File: config.mk
export PLATFORM = sky130hd
export DESIGN_NAME = conv_window_sequencer
export DESIGN_NICKNAME = d
export VERILOG_FILES = /design/src/rtl/conv_window_sequencer.sv
export SDC_FILE = /design/constraint.sdc
export NUM_CORES = 1
export LEC_CHECK = 0
export BUFFER_PORTS_ARGS = -buffer_cell sky130_fd_sc_hd__buf_2
export CAP_MARGIN = 20
export CORE_ASPECT_RATIO = 0.5
export CORE_MARGIN = 3
export CORE_UTILIZATION = 50
export CTS_BUF_LIST = sky130_fd_sc_hd__clkbuf_4 sky130_fd_sc_hd__clkbuf_8
export CTS_CLUSTER_DIAMETER = 60
export DETAILED_ROUTE_END_ITERATION = 16
export PLACE_DENSITY = 0.72
export SYNTH_ARGS = -nofsm -noshare
export SYNTH_HDL_FRONTEND = slang
export SYNTH_SLANG_ARGS = --single-unit
File: constraint.sdc
create_clock -name clk_i -period 2.9 [get_ports clk_i]
set_input_delay 0.145 -clock clk_i [delete_from_list [all_inputs] [get_ports clk_i]]
set_output_delay 0.145 -clock clk_i [all_outputs]
set_load 0.005 [all_outputs]
File: src/rtl/conv_window_sequencer.sv
// ---------------------------------------------------------------------------
// conv_window_sequencer
//
// Purpose:
//   Walks every KxK filter window over an IMG_W x IMG_H image at a fixed
//   stride and emits one kernel row per beat. Each beat carries the image
//   address of the leftmost pixel of that kernel row, the matching filter
//   base address and the accumulation flags for the downstream
//   register/multiply/add stages. Beats leave on a valid/ready handshake so
//   the consumer can stall the walk at any time.
//
// Ports:
//   clk_i        rising-edge clock
//   rst_ni       asynchronous active-low reset
//   start_i      one-cycle frame request, honoured only when idle
//   abort_i      synchronous frame cancel, wins over start and transfers
//   out_ready_i  downstream accepts the current beat
//   out_valid_o  beat valid
//   img_addr_o   (orow*STRIDE+kr)*IMG_W + ocol*STRIDE
//   flt_addr_o   kr*K
//   kr_o         kernel row index
//   out_row_o    output row index
//   out_col_o    output column index
//   first_tap_o  kr==0, downstream clears its accumulator
//   last_tap_o   kr==K-1, window result complete after this beat
//   end_sign_o   last tap of the final window
//   busy_o       frame in progress or completing
//   done_o       one-cycle pulse after the final beat transfers
// ---------------------------------------------------------------------------
module conv_window_sequencer #(
  parameter int IMG_W  = 32,
  parameter int IMG_H  = 32,
  parameter int K      = 3,
  parameter int STRIDE = 1,
  parameter int AW     = 10,
  parameter int FW     = 4,
  parameter int CW     = 5
) (
  input  logic                                   clk_i,
  input  logic                                   rst_ni,
  input  logic                                   start_i,
  input  logic                                   abort_i,
  input  logic                                   out_ready_i,
  output logic                                   out_valid_o,
  output logic [AW-1:0]                          img_addr_o,
  output logic [FW-1:0]                          flt_addr_o,
  output logic [((K > 1) ? $clog2(K) : 1)-1:0]   kr_o,
  output logic [CW-1:0]                          out_row_o,
  output logic [CW-1:0]                          out_col_o,
  output logic                                   first_tap_o,
  output logic                                   last_tap_o,
  output logic                                   end_sign_o,
  output logic                                   busy_o,
  output logic                                   done_o
);

  localparam int KW    = (K > 1) ? $clog2(K) : 1;
  localparam int OUT_W = (IMG_W - K) / STRIDE + 1;
  localparam int OUT_H = (IMG_H - K) / STRIDE + 1;

  // Reject geometries the counters and address registers cannot represent.
  if (K < 1 || STRIDE < 1) begin : g_bad_kernel
    $fatal(1, "conv_window_sequencer: K and STRIDE must be at least 1");
  end
  if (IMG_W < K || IMG_H < K) begin : g_bad_image
    $fatal(1, "conv_window_sequencer: image smaller than kernel");
  end
  if ((64'd1 << AW) < 64'(IMG_W) * 64'(IMG_H)) begin : g_bad_aw
    $fatal(1, "conv_window_sequencer: AW too small for IMG_W*IMG_H");
  end
  if ((64'd1 << FW) < 64'(K) * 64'(K)) begin : g_bad_fw
    $fatal(1, "conv_window_sequencer: FW too small for K*K");
  end
  if ((64'd1 << CW) < 64'(OUT_W) || (64'd1 << CW) < 64'(OUT_H)) begin : g_bad_cw
    $fatal(1, "conv_window_sequencer: CW too small for output coordinates");
  end

  localparam logic [KW-1:0] KR_MAX   = KW'(K - 1);
  localparam logic [CW-1:0] OCOL_MAX = CW'(OUT_W - 1);
  localparam logic [CW-1:0] OROW_MAX = CW'(OUT_H - 1);
  localparam logic [AW-1:0] ROW_STEP = AW'(IMG_W);
  localparam logic [AW-1:0] WIN_STEP = AW'(STRIDE * IMG_W);
  localparam logic [AW-1:0] COL_STEP = AW'(STRIDE);
  localparam logic [FW-1:0] FLT_STEP = FW'(K);

  typedef enum logic [1:0] {IDLE, RUN, DONE} state_e;

  state_e        state_q;
  logic [KW-1:0] kr_q, kr_d;
  logic [CW-1:0] ocol_q, ocol_d;
  logic [CW-1:0] orow_q, orow_d;
  logic [AW-1:0] winBase_q, winBase_d;
  logic [AW-1:0] rowBase_q, rowBase_d;
  logic [AW-1:0] colOff_q, colOff_d;
  logic [FW-1:0] fltAddr_q, fltAddr_d;
  logic [AW-1:0] imgAddr_q;
  logic          valid_q, first_q, last_q, end_q, busy_q, done_q;
  logic          first_d, last_d, end_d;

  // Next indices for one beat transfer. winBase tracks the address of the
  // top row of the current window so a column step can rewind the row
  // base without a multiplier; an output-row step moves it down by
  // STRIDE image rows.
  always_comb begin
    kr_d      = kr_q;
    ocol_d    = ocol_q;
    orow_d    = orow_q;
    winBase_d = winBase_q;
    rowBase_d = rowBase_q;
    colOff_d  = colOff_q;
    fltAddr_d = fltAddr_q;
    if (kr_q != KR_MAX) begin
      kr_d      = kr_q + KW'(1);
      rowBase_d = rowBase_q + ROW_STEP;
      fltAddr_d = fltAddr_q + FLT_STEP;
    end else begin
      kr_d      = '0;
      fltAddr_d = '0;
      if (ocol_q != OCOL_MAX) begin
        ocol_d    = ocol_q + CW'(1);
        colOff_d  = colOff_q + COL_STEP;
        rowBase_d = winBase_q;
      end else begin
        ocol_d    = '0;
        colOff_d  = '0;
        orow_d    = orow_q + CW'(1);
        winBase_d = winBase_q + WIN_STEP;
        rowBase_d = winBase_q + WIN_STEP;
      end
    end
    first_d = (kr_d == '0);
    last_d  = (kr_d == KR_MAX);
    end_d   = last_d && (ocol_d == OCOL_MAX) && (orow_d == OROW_MAX);
  end

  // Control FSM with every output registered. Abort is checked ahead of
  // the state decode so it beats a simultaneous transfer or start.
  always_ff @(posedge clk_i or negedge rst_ni) begin
    if (!rst_ni) begin
      state_q   <= IDLE;
      kr_q      <= '0;
      ocol_q    <= '0;
      orow_q    <= '0;
      winBase_q <= '0;
      rowBase_q <= '0;
      colOff_q  <= '0;
      fltAddr_q <= '0;
      imgAddr_q <= '0;
      valid_q   <= 1'b0;
      first_q   <= 1'b0;
      last_q    <= 1'b0;
      end_q     <= 1'b0;
      busy_q    <= 1'b0;
      done_q    <= 1'b0;
    end else if (abort_i) begin
      state_q   <= IDLE;
      kr_q      <= '0;
      ocol_q    <= '0;
      orow_q    <= '0;
      winBase_q <= '0;
      rowBase_q <= '0;
      colOff_q  <= '0;
      fltAddr_q <= '0;
      imgAddr_q <= '0;
      valid_q   <= 1'b0;
      first_q   <= 1'b0;
      last_q    <= 1'b0;
      end_q     <= 1'b0;
      busy_q    <= 1'b0;
      done_q    <= 1'b0;
    end else begin
      case (state_q)
        IDLE: begin
          done_q <= 1'b0;
          if (start_i) begin
            state_q   <= RUN;
            kr_q      <= '0;
            ocol_q    <= '0;
            orow_q    <= '0;
            winBase_q <= '0;
            rowBase_q <= '0;
            colOff_q  <= '0;
            fltAddr_q <= '0;
            imgAddr_q <= '0;
            valid_q   <= 1'b1;
            first_q   <= 1'b1;
            last_q    <= (K == 1);
            end_q     <= (K == 1) && (OUT_W == 1) && (OUT_H == 1);
            busy_q    <= 1'b1;
          end
        end
        RUN: begin
          if (valid_q && out_ready_i) begin
            if (end_q) begin
              state_q <= DONE;
              valid_q <= 1'b0;
              done_q  <= 1'b1;
            end else begin
              kr_q      <= kr_d;
              ocol_q    <= ocol_d;
              orow_q    <= orow_d;
              winBase_q <= winBase_d;
              rowBase_q <= rowBase_d;
              colOff_q  <= colOff_d;
              fltAddr_q <= fltAddr_d;
              imgAddr_q <= rowBase_d + colOff_d;
              first_q   <= first_d;
              last_q    <= last_d;
              end_q     <= end_d;
            end
          end
        end
        DONE: begin
          state_q <= IDLE;
          done_q  <= 1'b0;
          busy_q  <= 1'b0;
        end
        default: begin
          state_q <= IDLE;
          valid_q <= 1'b0;
          busy_q  <= 1'b0;
          done_q  <= 1'b0;
        end
      endcase
    end
  end

  assign out_valid_o = valid_q;
  assign img_addr_o  = imgAddr_q;
  assign flt_addr_o  = fltAddr_q;
  assign kr_o        = kr_q;
  assign out_row_o   = orow_q;
  assign out_col_o   = ocol_q;
  assign first_tap_o = first_q;
  assign last_tap_o  = last_q;
  assign end_sign_o  = end_q;
  assign busy_o      = busy_q;
  assign done_o      = done_q;

endmodule

==> flow_metrics.env, run 1 <==
export IMPL_ys_seq_elements=58
export IMPL_grt_max_degree=47
export IMPL_fp_dieH_um=64.1
export IMPL_placed_area_mm2=0.00371
export IMPL_grtUsageTotal_pct=23.5
export IMPL_h_tree_depth=3
export IMPL_cts_num_sinks=58
export IMPL_viasPerCell=5.89
export IMPL_grt_pass1_wl_um=14200
export IMPL_status="completed"
export IMPL_ir_drop_mv=0.280
export IMPL_floorplan_rows=20
export IMPL_crit_buf_inv=1
export IMPL_fmax_ghz=0.357
export IMPL_antennaDiodeCount=0
export IMPL_dieArea_mm2=0.00784
export IMPL_slowest_stage="dfrtp_1"
export IMPL_timing_slew_headroom_pct=39.2
export IMPL_maxCapViolations=0
export IMPL_critical_path_required_ns=3.13
export IMPL_async_reset_ff_share_pct=100
export IMPL_area_growth_syn_to_layout_pct=18.8
export IMPL_antenna_found_initial=0
export IMPL_crit_chain="nor2b_1 -> buf_4 -> nand4_1 -> xor2_1 -> nor2_1 -> ha_1 -> nand4_1 -> a211oi_2 -> o22ai_1 -> xnor2_1 -> a22o_1"
export IMPL_ys_seq_area_share_pct=43.0
export IMPL_final_area_mm2=0.00401
export IMPL_cts_root_buf="clkbuf_8"
export IMPL_ant_nets=0
export IMPL_fillers=525
export IMPL_final_core_util_pct=63.6
export IMPL_post_route_drc_count=0
export IMPL_drive_above_1_share_pct=21.9
export IMPL_fin_setup_tns_ns=0
export IMPL_dr_total_vias=3023
export IMPL_cp_arrival_ns=3.03
export IMPL_p_leak_nw=1.88
export IMPL_cts_buffers_inserted=9
export IMPL_synthDistinctLibCells=49
export IMPL_synthFlopType="dfrtp_1"
export IMPL_syn_num_nets=391
export IMPL_path_common_cell="nand4_1"
export IMPL_synth_top_cell_area_share_pct=43.0
export IMPL_syn_area_mm2=0.00338
export IMPL_drv_slew=0
export IMPL_yosysWarnings=0
export IMPL_hold_violations=0
export IMPL_fin_skew_ns=0.00719
export IMPL_setup_viol=0
export IMPL_grt_ovfl_total=0
export IMPL_tightest_slew_ns=0.909
export IMPL_synth_top_cell_by_area="dfrtp_1"
export IMPL_critPathLaunchType="register"
export IMPL_end_kind="register"
export IMPL_path_max_fanout=10
export IMPL_drt_first_pass_iters=5
export IMPL_power_density_mw_per_mm2=435
export IMPL_fin_crit_ns=2.80
export IMPL_cts_tree="yes"
export IMPL_cpPeakStageDelay_ns=0.38
export IMPL_wl_per_cell_um=17.2
export IMPL_grt_pass1_vias=2825
export IMPL_rsz0062_at_grt="true"
export IMPL_routabilityCongestion=0.860
export IMPL_synthCells=369
export IMPL_drt_wl_total_um=8830
export IMPL_path_clk_slew_ns=0.07
export IMPL_initial_utilization_pct=53.6
export IMPL_dieWidth_um=122
export IMPL_synth_enable_flop_cells=0
export IMPL_cts_buffer_depth=2
export IMPL_core_area_mm2=0.00631
export IMPL_worst_skew_pair_late_latency_ns=0.34
export IMPL_avgSynthCellArea_um2=9.15
export IMPL_final_nets=442
export IMPL_min_path_type="primary input to register"
export IMPL_drt_iter0_drc=288
export IMPL_synthTopCellsByArea="dfrtp_1 43%, ha_1 5.9%, nand2_1 4.7%, a21oi_1 3.1%, nor2_1 2.9%"
export IMPL_reg2reg_slack_ns=0.10
export IMPL_path_class="register to register"
export IMPL_dp_hpwl_um=6200
export IMPL_fin_crit_sh_pct=96.5
export IMPL_io_pins=37
export IMPL_cp_top_family="simple AND/OR/NAND/NOR gates"
export IMPL_portBuffers=36
==> sequential cells by signal, indices dropped and copies added, names as in the netlist, 2 cells and up <==
| name | cells |
|---|---|
| winBase_q | 5 |
| img_addr_o | 10 |
| colOff_q | 10 |
| flt_addr_o | 4 |
| rowBase_q | 10 |
| out_col_o | 5 |
| out_row_o | 5 |
| state_q | 2 |
==> worst reg2reg max path: stages (launching register included) <==
cell and delay [ns]:
dfrtp_1 0.38, nor2b_1 0.26, buf_4 0.22, nand4_1 0.25, xor2_1 0.22, nor2_1 0.08
ha_1 0.37, nand4_1 0.20, a211oi_2 0.28, o22ai_1 0.11, xnor2_1 0.14, a22o_1 0.19
==> metrics by stage <==
stage / total power, mW / setup slack [ns] / instances / hold slack, ns
floorplan: 0.927 / 0.0784 / 369 / -0.151
global placement: 0.986 / 0.194 / 491 / 0.380
detailed placement: 0.992 / 0.0730 / 491 / 0.392
CTS: 1.76 / 0.0169 / 507 / 0.0185
global route: 1.81 / -0.0313 / 513 / 0.0975
finish: 1.75 / 0.101 / 513 / 0.0977
==> repair_timing <==
item                       in CTS  in global routing
resized for setup               0                 10
hold endpoints to repair        0                 23
setup buffers                   0                  4
hold buffers                    0                  1
setup endpoints to repair       0                  4
==> cell usage after synthesis, types with 4 or more instances <==
library cell	n
a21oi_1	21
a22o_1	9
a31oi_1	12
and2_1	6
buf_2	14
clkbuf_1	4
dfrtp_1	58
ha_1	16
inv_1	12
nand2_1	42
nand2b_1	4
nand3_1	9
nand4_1	8
nor2_1	26
nor2b_1	10
nor3_1	8
nor4_1	4
o21ai_0	16
o21ai_1	14
o31ai_1	9
or3_1	8
xnor2_1	7
xor2_1	9
==> cells in the final DEF (no fill, tap or decap), types with 7 or more instances in the layout <==
cell type   n
ha_1       16
dfrtp_1    58
inv_1      12
buf_2      36
buf_4      22
a21oi_1    17
xor2_1      9
a22o_1      9
nor2_1     26
nor3_1      8
o31ai_1     9
o21ai_1    14
clkbuf_8   11
nand2_1    42
nand3_1     9
a31oi_1    12
or3_1       8
nand4_1     8
xnor2_1     7
o21ai_0    14
nor2b_1     9
==> layer usage <==
layer / vias to the layer above / share of wire, % / global-route usage, %
li1: 1440 / - / -
met1: 1453 / 48 / 33.7
met2: 118 / 44 / 34.9
met3: 12 / 6.9 / 6.81
met4: 0 / 1.2 / 6.00
met5: - / 0 / 0
==> cells by family after synthesis <==
| kind of cell | count (synthesis) | synth area share (%) |
|---|---|---|
| muxes | 3 | 0.889 |
| DFF | 58 | 43.0 |
| AOI/OAI and AO/OA | 103 | 20.0 |
| xor gates and xnor gates | 16 | 4.15 |
| and+or+nand+nor | 140 | 21.2 |
| adders and majority gates | 17 | 6.52 |
| buffers and inverters | 32 | 4.30 |
==> final cells by class <==
type	instances	area (µm²)	share of cell area [%]
clock buffer	11	151	3.77
clock inverter	5	52.6	1.31
inverter	12	45.0	1.12
multi-input combinational	279	1820	45.3
sequential	58	1450	36.2
tap	88	110	2.74
timing repair buffer	60	383	9.54
==> where the power goes <==
| part | switching [mW] | total [mW] | internal [mW] |
|---|---|---|---|
| combinational | 0.101 | 0.153 | 0.0513 |
| sequential | 0.0106 | 0.832 | 0.821 |
| clock | 0.324 | 0.762 | 0.438 |
| total | 0.436 | 1.75 | 1.31 |
==> worst paths after layout <==
path                             start       endpoint  cells after the start
setup / recovery            last_tap_o  img_addr_o[9]                     11
hold / removal             out_ready_i     state_q[1]                      3
setup reg to reg            last_tap_o  img_addr_o[9]                     11
hold reg to reg            first_tap_o    first_tap_o                      2
max in group asynchronous       rst_ni  flt_addr_o[0]                      4
min in group asynchronous       rst_ni   rowBase_q[7]                      2
Note: power is estimated with default switching activity, not from simulation.
==> run 2, diff against run 1 <==
--- a/config.mk
+++ b/config.mk
@@ -5,6 +5,7 @@
 export SDC_FILE = /design/constraint.sdc
 export NUM_CORES = 1
 export LEC_CHECK = 0
+export ABC_AREA = 0
 export BUFFER_PORTS_ARGS = -buffer_cell sky130_fd_sc_hd__buf_2
 export CAP_MARGIN = 20
 export CORE_ASPECT_RATIO = 0.5
@@ -13,7 +14,7 @@
 export CTS_BUF_LIST = sky130_fd_sc_hd__clkbuf_4 sky130_fd_sc_hd__clkbuf_8
 export CTS_CLUSTER_DIAMETER = 60
 export DETAILED_ROUTE_END_ITERATION = 16
-export PLACE_DENSITY = 0.72
+export PLACE_DENSITY = 0.75
 export SYNTH_ARGS = -nofsm -noshare
 export SYNTH_HDL_FRONTEND = slang
 export SYNTH_SLANG_ARGS = --single-unit
==> flow_metrics.env, run 2 (synthesis gave the netlist of run 1 again) <==
export IMPL_timing_slew_headroom_pct=26.9
export IMPL_dieArea_mm2=0.00784
export IMPL_drt_wl_total_um=9190
export IMPL_final_nets=449
export IMPL_antennaDiodeCount=0
export IMPL_rsz0062_at_grt="true"
export IMPL_dieWidth_um=122
export IMPL_drt_first_pass_iters=4
export IMPL_grt_ovfl_total=0
export IMPL_path_clk_slew_ns=0.06
export IMPL_post_route_drc_count=0
export IMPL_portBuffers=36
export IMPL_use_met2_pct=35.4
export IMPL_fin_total_pwr_mw=1.66
export IMPL_core_area_mm2=0.00631
export IMPL_maxCapViolations=0
export IMPL_wl_per_cell_um=17.7
export IMPL_area_growth_syn_to_layout_pct=20.1
export IMPL_status="completed"
export IMPL_fillers=536
export IMPL_end_kind="register"
export IMPL_ir_drop_mv=0.164
export IMPL_power_density_mw_per_mm2=409
export IMPL_use_met3_pct=6.28
export IMPL_critical_path_required_ns=3.12
export IMPL_final_common_cell="dfrtp_1"
export IMPL_cts_buffers_inserted=9
export IMPL_fin_crit_sh_pct=96.4
export IMPL_stdcell_count=519
export IMPL_h_tree_depth=3
export IMPL_tightest_slew_ns=1.09
export IMPL_reg2reg_slack_ns=0.10
export IMPL_fin_skew_ns=0.00824
export IMPL_path_max_fanout=9
export IMPL_hold_violations=0
export IMPL_min_path_type="primary input to register"
export IMPL_fin_crit_ns=2.80
export IMPL_io_pins=37
export IMPL_grt_max_degree=46
export IMPL_layout_common_cells="58 x dfrtp_1, 41 x nand2_1, 36 x buf_2"
export IMPL_placed_cells=498
export IMPL_cts_buffer_depth=2
export IMPL_viasPerCell=6.05
export IMPL_cts_tree="yes"
export IMPL_initial_utilization_pct=53.6
export IMPL_worst_skew_pair_late_latency_ns=0.34
export IMPL_path_class="register to register"
export IMPL_drive_above_1_share_pct=23.2
export IMPL_grt_pass1_vias=2882
export IMPL_routabilityCongestion=0.899
export IMPL_drt_iter0_drc=325
export IMPL_cts_num_sinks=58
export IMPL_final_core_util_pct=64.3
export IMPL_drv_slew=0
export IMPL_grt_pass1_wl_um=14600
export IMPL_floorplan_rows=20
export IMPL_p_leak_nw=1.91
export IMPL_critPathLaunchType="register"
export IMPL_cts_root_buf="clkbuf_8"
export IMPL_dp_hpwl_um=6220
export IMPL_setup_viol=0
export IMPL_top_usage_layer="met2"
export IMPL_antenna_found_initial=0
export IMPL_grtUsageTotal_pct=24.3
export IMPL_ant_nets=0
export IMPL_cp_arrival_ns=3.02
export IMPL_dr_total_vias=3138
export IMPL_fmax_ghz=0.358
export IMPL_grtUsageMet1_pct=35.2
export IMPL_fp_dieH_um=64.1
==> run 2: area by class of cell <==
type                       count  area [µm²]  area share, %
timing repair buffer          67         435           10.7
clock inverter                 3        15.0          0.370
inverter                      12        45.0           1.11
multi-input combinational    279        1840           45.4
tap                           88         110           2.72
sequential                    58        1450           35.8
clock buffer                  12         159           3.92
==> run 2: timing repair <==
item                                   4_1_cts  5_1_grt
setup buffers                                0        4
gates resized for setup                      1       16
pin swaps                                    0        4
gates cloned                                 0        0
hold buffers                                 0        1
setup endpoints to repair                    1        4
endpoints found under the hold margin        0       14
==> run 2: layer usage <==
metal | wire length [µm] | up-vias | part of all wire, %
met5 | 0 | - | 0
met4 | 177 | 0 | 1.9
met3 | 701 | 21 | 7.6
met2 | 4150 | 132 | 45
met1 | 4170 | 1526 | 45
li1 | - | 1459 | -
==> run 2: critical path, stage by stage (launching register included) <==
cell     delay (ns)
dfrtp_1        0.38
inv_1          0.08
ha_1           0.15
nand4_1        0.25
buf_6          0.25
nor2_4         0.11
buf_6          0.14
nor2_1         0.07
ha_1           0.35
buf_4          0.17
o21ai_2        0.08
a21oi_1        0.10
or3_1          0.31
a32o_1         0.25
==> run 2: power breakdown <==
group	switching, mW	internal [mW]
sequential	0.0114	0.821
combinational	0.102	0.0527
clock	0.313	0.357
total	0.426	1.23
==> run 2: final timing paths <==
kind / startpoint / end / cells past startpoint
max in group asynchronous: rst_ni / winBase_q[8] / 4
worst max-delay path: out_col_o[1] / img_addr_o[6] / 13
worst max register to register: out_col_o[1] / img_addr_o[6] / 13
min in group asynchronous: rst_ni / out_col_o[4] / 2
worst min register to register: first_tap_o / first_tap_o / 2
worst min-delay path: out_ready_i / state_q[1] / 3
==> run 2: through the flow <==
step | hold slack (ns) | instance area [µm²] | setup slack [ns] | setup TNS, ns
4_1_cts | 0.0337 | 3940 | 0.0380 | 0
3_3_place_gp | 0.367 | 3760 | 0.132 | 0
5_1_grt | 0.108 | 4060 | -0.0621 | -0.100
3_5_place_dp | 0.396 | 3760 | -0.0133 | -0.0133
2_1_floorplan | -0.151 | 3380 | 0.0784 | 0
6_report | 0.115 | 4060 | 0.103 | 0
